[src/rtl/rr_merge2to1_if.sv]
// rr_merge2to1_if: handshake bundle for the two branch inputs and the merged output.
interface rr_merge2to1_if #(parameter int WIDTH = 8);
    logic             a_valid;
    logic [WIDTH-1:0] a_data;
    logic             a_ready;
    logic             b_valid;
    logic [WIDTH-1:0] b_data;
    logic             b_ready;
    logic             out_valid;
    logic [WIDTH-1:0] out_data;
    logic             out_src;
    logic             out_ready;
    modport master (
        output a_valid, a_data, b_valid, b_data, out_ready,
        input  a_ready, b_ready, out_valid, out_data, out_src
    );
    modport slave (
        input  a_valid, a_data, b_valid, b_data, out_ready,
        output a_ready, b_ready, out_valid, out_data, out_src
    );
endinterface

[src/rtl/rr_merge2to1.sv]
// rr_merge2to1: round-robin merge of two valid/ready streams into one registered, source-tagged stream.
module rr_merge2to1 #(parameter int WIDTH = 8) (
    input  logic               clk,
    input  logic               rst_n,
    rr_merge2to1_if.slave      bus
);
    logic             out_valid_q, out_valid_d;
    logic [WIDTH-1:0] out_data_q, out_data_d;
    logic             out_src_q, out_src_d;
    logic             last_src_q, last_src_d;
    logic             can_load, grant_a, grant_b, accept;
    // on a tie the source that did not win last time gets the grant
    always_comb begin
        can_load    = !out_valid_q || bus.out_ready;
        grant_a     = bus.a_valid && (!bus.b_valid || last_src_q);
        grant_b     = bus.b_valid && (!bus.a_valid || !last_src_q);
        accept      = rst_n && can_load && (grant_a || grant_b);
        out_valid_d = accept ? 1'b1 : (bus.out_ready ? 1'b0 : out_valid_q);
        out_data_d  = accept ? (grant_b ? bus.b_data : bus.a_data) : out_data_q;
        out_src_d   = accept ? grant_b : out_src_q;
        last_src_d  = accept ? grant_b : last_src_q;
    end
    always_ff @(posedge clk or negedge rst_n) begin
        if (!rst_n) begin
            out_valid_q <= 1'b0;
            out_data_q  <= '0;
            out_src_q   <= 1'b0;
            last_src_q  <= 1'b1;
        end else begin
            out_valid_q <= out_valid_d;
            out_data_q  <= out_data_d;
            out_src_q   <= out_src_d;
            last_src_q  <= last_src_d;
        end
    end
    assign bus.a_ready   = rst_n && can_load && grant_a;
    assign bus.b_ready   = rst_n && can_load && grant_b;
    assign bus.out_valid = out_valid_q;
    assign bus.out_data  = out_data_q;
    assign bus.out_src   = out_src_q;
endmodule

[src/flat_wrapper.sv]
// flat-port wrapper written by rule: the top's interface ports become plain ports
module rr_merge2to1_flat 
#(parameter int WIDTH = 8)
  (clk, rst_n, bus_a_valid, bus_a_data, bus_b_valid, bus_b_data, bus_out_ready, bus_a_ready, bus_b_ready, bus_out_valid, bus_out_data, bus_out_src);
  rr_merge2to1_if #(.WIDTH(WIDTH)) bus_i ();
  input  logic clk;
  input  logic rst_n;
  input wire logic [$bits(bus_i.a_valid)-1:0] bus_a_valid;
  input wire logic [$bits(bus_i.a_data)-1:0] bus_a_data;
  input wire logic [$bits(bus_i.b_valid)-1:0] bus_b_valid;
  input wire logic [$bits(bus_i.b_data)-1:0] bus_b_data;
  input wire logic [$bits(bus_i.out_ready)-1:0] bus_out_ready;
  output wire logic [$bits(bus_i.a_ready)-1:0] bus_a_ready;
  output wire logic [$bits(bus_i.b_ready)-1:0] bus_b_ready;
  output wire logic [$bits(bus_i.out_valid)-1:0] bus_out_valid;
  output wire logic [$bits(bus_i.out_data)-1:0] bus_out_data;
  output wire logic [$bits(bus_i.out_src)-1:0] bus_out_src;
  assign bus_i.a_valid = bus_a_valid;
  assign bus_i.a_data = bus_a_data;
  assign bus_i.b_valid = bus_b_valid;
  assign bus_i.b_data = bus_b_data;
  assign bus_i.out_ready = bus_out_ready;
  assign bus_a_ready = bus_i.a_ready;
  assign bus_b_ready = bus_i.b_ready;
  assign bus_out_valid = bus_i.out_valid;
  assign bus_out_data = bus_i.out_data;
  assign bus_out_src = bus_i.out_src;
  rr_merge2to1 #(.WIDTH(WIDTH)) u_core (.clk(clk), .rst_n(rst_n), .bus(bus_i));
endmodule
[config.mk]
export PLATFORM = sky130hd
export DESIGN_NAME = rr_merge2to1_flat
export DESIGN_NICKNAME = d
export VERILOG_FILES = /design/src/rtl/rr_merge2to1_if.sv /design/src/rtl/rr_merge2to1.sv /design/src/flat_wrapper.sv
export SDC_FILE = /design/constraint.sdc
export NUM_CORES = 1
export LEC_CHECK = 0
export CORE_MARGIN = 3
export CORE_UTILIZATION = 35
export CTS_CLUSTER_SIZE = 14
export DETAILED_ROUTE_END_ITERATION = 6
export GPL_TIMING_DRIVEN = 0
export PLACE_DENSITY_LB_ADDON = 0.3
export SYNTH_ARGS = -nofsm -noshare
export SYNTH_HDL_FRONTEND = slang
export SYNTH_SLANG_ARGS = --single-unit
[constraint.sdc]
create_clock -name clk -period 1.4 [get_ports clk]
set_clock_uncertainty 0.15 [all_clocks]
set_input_delay 0.14 -clock clk [delete_from_list [all_inputs] [get_ports clk]]
set_output_delay 0.14 -clock clk [all_outputs]
set_load 0.005 [all_outputs]
; Yosys cells after proc, flatten, opt, wreduce, memory -nomap -nowiden
; Index checks and enable logic that the tools add are counted.
[word_totals]
regBits = 11
in_bits = 21
[op_classes]
n_mux = 3
reduce_logical = 15
[op_table]
columns = op, count
row1 = $mux W8, 1
row2 = $logic_and A1 B1 Y1, 6
row3 = $logic_not A1 Y1, 4
row4 = $logic_or A1 B1 Y1, 4
row5 = $mux W1, 2
row6 = $reduce_bool A2 Y1, 1

; Depth between registers and ports, before layout
[logic_depth]
depth_word = 6
ltp_mapped = 4
ltp_nobuf = 3

; Least setup slack after synthesis
; No wires, ideal clock.
[synth_path]
kind = flip-flop to flip-flop
startpoint = register u_core.last_src_q
endpoint = register u_core.out_data_q[7] (netlist: u_core.bus.out_data[7])
arrival_time_ps = 1000
t_required_ps = 1115
slack_ps = 115
stages_incl_launch_ff = 5
n_path_buf = 1
period_less_slack_ps = 1285
cell_sequence = dfstp_2 -> nor2b_1 -> buf_2 -> o32ai_1 -> a2bb2oi_1
[synth_between]
elab_chain_len = 5
elab_cells_between_ends = 8
cone_classes = mux: 1 / reduce/logical: 7
[synth_rtl]
columns = item, line_no
row1 = from (decl), rr_merge2to1.sv:10  ; logic last_src_q, last_src_d;
row2 = from (signal assigned), rr_merge2to1.sv:33  ; last_src_q <= last_src_d;
row3 = $logic_not A1 Y1, rr_merge2to1.sv:16  ; grant_b = bus.b_valid && (!bus.a_valid || !last_src_q);
row4 = $logic_or A1 B1 Y1, rr_merge2to1.sv:16
row5 = $logic_and A1 B1 Y1, rr_merge2to1.sv:16
row6 = $logic_or A1 B1 Y1, rr_merge2to1.sv:17  ; accept = rst_n && can_load && (grant_a || grant_b);
row7 = $logic_and A1 B1 Y1, rr_merge2to1.sv:17
row8 = to (signal assigned), rr_merge2to1.sv:31  ; out_data_q <= out_data_d;
row9 = to (decl), rr_merge2to1.sv:8  ; logic [WIDTH-1:0] out_data_q, out_data_d;
; Parallel ways exist; a longest one is shown, timed or not.
; A chain may end at the register's enable or synchronous reset.

; Worst setup path after layout
[layout_path]
startpoint = register u_core.last_src_q
endpoint = output bus_b_ready
[layout_between]
elab_chain_len = 4
[layout_rtl]
columns = item, line_no
row1 = $logic_not A1 Y1, rr_merge2to1.sv:16
row2 = $logic_or A1 B1 Y1, rr_merge2to1.sv:16
row3 = $logic_and A1 B1 Y1, rr_merge2to1.sv:16
row4 = $logic_and A1 B1 Y1, rr_merge2to1.sv:37  ; assign bus.b_ready = rst_n && can_load && grant_b;
row5 = to (decl), flat_wrapper.sv:14  ; output wire logic [$bits(bus_i.b_ready)-1:0] bus_b_ready;
; No other way between the ends.

==> run metrics <==
failing checks=setup timing; core area=1380 um2; # diodes=0; CP Cell Sequence=a21bo_1 -> nor2_1 -> buf_2; Post-DRT Antenna Nets=0; Slew Limit Fails=0; Setup crit start=u_core.last_src_q$_DFFE_PN1P_; Tmin final=1470 ps; clock root buffer=clkbuf_4; Hold/Removal Path Class=input pin to register; worst reg-to-reg setup slack=-20 ps; max-cap viol count=0; Max H-tree Level=1; WS Path Type=register to output pin; asr flop ratio synth=100%; Total GRT Usage=16.6%; pre-CTS setup slack=-854 ps; Syn-to-layout area delta=73.6%; routed vias=581; Yosys cell types=19; largest net degree at the start of global routing=12; Layout Nets=109; fin crit share=105%; WP data required=1110 ps; first-pass GRT wire length=2.42 mm; Slew HR=66.5%; Die Span Y=45.5 um; setup violators final=5; clock group share of total power=22.3%; # clock sinks=11; worst IR drop on VDD=0.663 mV; CTS tree=yes; unrepaired setup endpoints after global routing=yes; end of the worst register-to-register path=u_core.bus.out_data[1]$_DFFE_PN0P_; initial antenna violation count=0; Vias/cell=5.70; internal power=0.710 mW; drc violations=0; vias in the first global route=549; Worst-path clk slew=80 ps; Synth area leaders=dfrtp_1 46%, a2bb2oi_1 13%, o32ai_1 13%, dfstp_2 4.8%, nor3_4 3.0%; Die Area=2070 um2; post-synthesis register bit count=11; Seq/Total Area, Yosys=50.7%; Final Hold Viols=0; final worst slack=-67.8 ps; family with the most delay on the worst path=flip-flops; Crit-path slowest cell=dfstp_2; hpwl dp=1.10 mm; crit path DAT=1180 ps; row count=13; EDFF count, synth=0; CP peak stage delay=580 ps; total CTS buffers=3; share of layout cells above drive strength 1=25.3%; CP endpoint kind=output pin; Sequential Area=277 um2; Syn Area/Cell=11.9 um2; Seq pwr share=43.0%; Crit path buffers/inverters=1; YS warnings=0; initial DRC count=11; PwrDens=1060 nW/um2; Peak Freq=681 MHz; gr ovfl total=0; total chip power=1.00 mW; Post-synth top cells=10 x dfrtp_1, 8 x a2bb2oi_1, 8 x o32ai_1; detailed-route wire length=1.62 mm; leak pwr=0.403 nW; routability cong.=0.686; Critical Path End=bus_b_ready; Starting Density=39.5%; CP Max Fanout=4; Synth top area share=45.9%; Post-Syn Nets=67; Clock Latency Late Sink=270 ps; Post-synth top flop=dfrtp_1; Chip Width=45.5 um; status=complete, but fails checks; Worst Max-Slew Pin Slew=501 ps; port bufs=32; Yosys top cell by area=dfrtp_1; Cells after Synth=46; NetSw=0.292 mW; Pre-antenna DRT Iters=2; routed len/inst=15.9 um; number of cells on the worst reg-to-reg path=4; R2R Path Start=u_core.last_src_q$_DFFE_PN1P_; filler cell count=121; Clock Path Buffers=2; mapped cell area=546 um2; area of the multi-input gates=268 um2; critical path depth=3; CP Launch Type=register; Comb power frac=34.7%; IO Count=33; switching share of power=29.1%; most frequent cell after synthesis=dfrtp_1
## metrics by stage
step	instance area, um2	utilization, %	std cells	TNS, ps	hold WS (ps)
6_report	947	68.5	102	-146	108
5_1_grt	947	68.5	102	-635	104
4_1_cts	918	66.4	98	-647	99.8
3_5_place_dp	885	64.0	93	-7470	348
3_3_place_gp	885	64.0	93	-7050	341
2_1_floorplan	546	-	46	0	-306
## registers in the layout, summed over array words and instances, names as in the netlist
name / cells
u_core.bus.out_data: 8
u_core.bus.out_src: 1
u_core.bus.out_valid: 1
u_core.last_src_q: 1
## logic make-up (layout without fill, tap and decap cells)
kind of cell,after synthesis,after routing,share of synthesized area [%]
compound gates,22,22,33.0
buf+inv,4,45,4.36
flops,11,11,50.7
simple gates,9,9,11.9
## power by group through the flow
stage | logic, mW | registers [mW] | clock network, mW
detailed placement | 0.359 | 0.431 | 0
CTS | 0.326 | 0.432 | 0.230
floorplan | 0.142 | 0.431 | 0
finish | 0.347 | 0.431 | 0.223
global route | 0.373 | 0.439 | 0.245
global placement | 0.354 | 0.429 | 0
## worst min path at each step
stage	startpoint	to	slack (ps)	cells past startpoint
after floorplan	rst_n	u_core.bus.out_data[0]$_DFFE_PN0P_	-310	0
after global placement	u_core.bus.out_src$_DFFE_PN0P_	u_core.bus.out_src$_DFFE_PN0P_	340	2
after detailed placement	u_core.bus.out_src$_DFFE_PN0P_	u_core.bus.out_src$_DFFE_PN0P_	350	2
after CTS	bus_a_valid	u_core.last_src_q$_DFFE_PN1P_	100	2
after global routing	bus_a_valid	u_core.last_src_q$_DFFE_PN1P_	100	2
final	bus_a_valid	u_core.last_src_q$_DFFE_PN1P_	110	2
## per-layer routing
| metal | routed length (um) | global-route usage, % |
|---|---|---|
| met1 | 737 | 21.3 |
| met2 | 756 | 25.3 |
| met3 | 116 | 5.53 |
| met4 | 12 | 7.02 |
| met5 | 0 | 0 |
## area by class of cell
cell class / instances / share of cell area [%]
Clock buffer: 4 / 2.77
Inverter: 2 / 0.793
Multi-Input combinational cell: 31 / 28.3
Sequential cell: 11 / 29.2
Tap cell: 15 / 1.98
Timing Repair Buffer: 39 / 37.0
## repair_timing
action,CTS,global route
hold endpoints to repair,11,0
hold buffers,1,0
gates resized for setup,28,1
pin swaps,3,1
buffers inserted,1,5
setup endpoints to repair,22,10
## placed cells by master, fill, tap and decap left out
| cell | Yosys | layout |
|---|---|---|
| buf_4 | 0 | 6 |
| nor2b_4 | 1 | 2 |
| clkbuf_4 | 0 | 3 |
| o21ai_0 | 2 | 2 |
| a2bb2oi_1 | 8 | 8 |
| clkdlybuf4s50_1 | 0 | 16 |
| nor3_4 | 1 | 1 |
| inv_2 | 2 | 2 |
| o32ai_1 | 8 | 8 |
| dfrtp_1 | 10 | 10 |
| dlygate4sd3_1 | 0 | 1 |
| clkdlybuf4s15_2 | 0 | 1 |
| dlygate4sd2_1 | 0 | 13 |
| nor2_1 | 2 | 2 |
| buf_2 | 1 | 2 |
| nand2b_4 | 0 | 1 |
| o31ai_1 | 1 | 1 |
| a21bo_1 | 1 | 1 |
| nor2_2 | 1 | 1 |
| nor3_2 | 0 | 1 |
| a31oi_1 | 2 | 2 |
| nand2_2 | 0 | 1 |
| clkbuf_1 | 0 | 1 |
| dfstp_2 | 1 | 1 |
No activity file was read; power rests on OpenSTA's default activity.
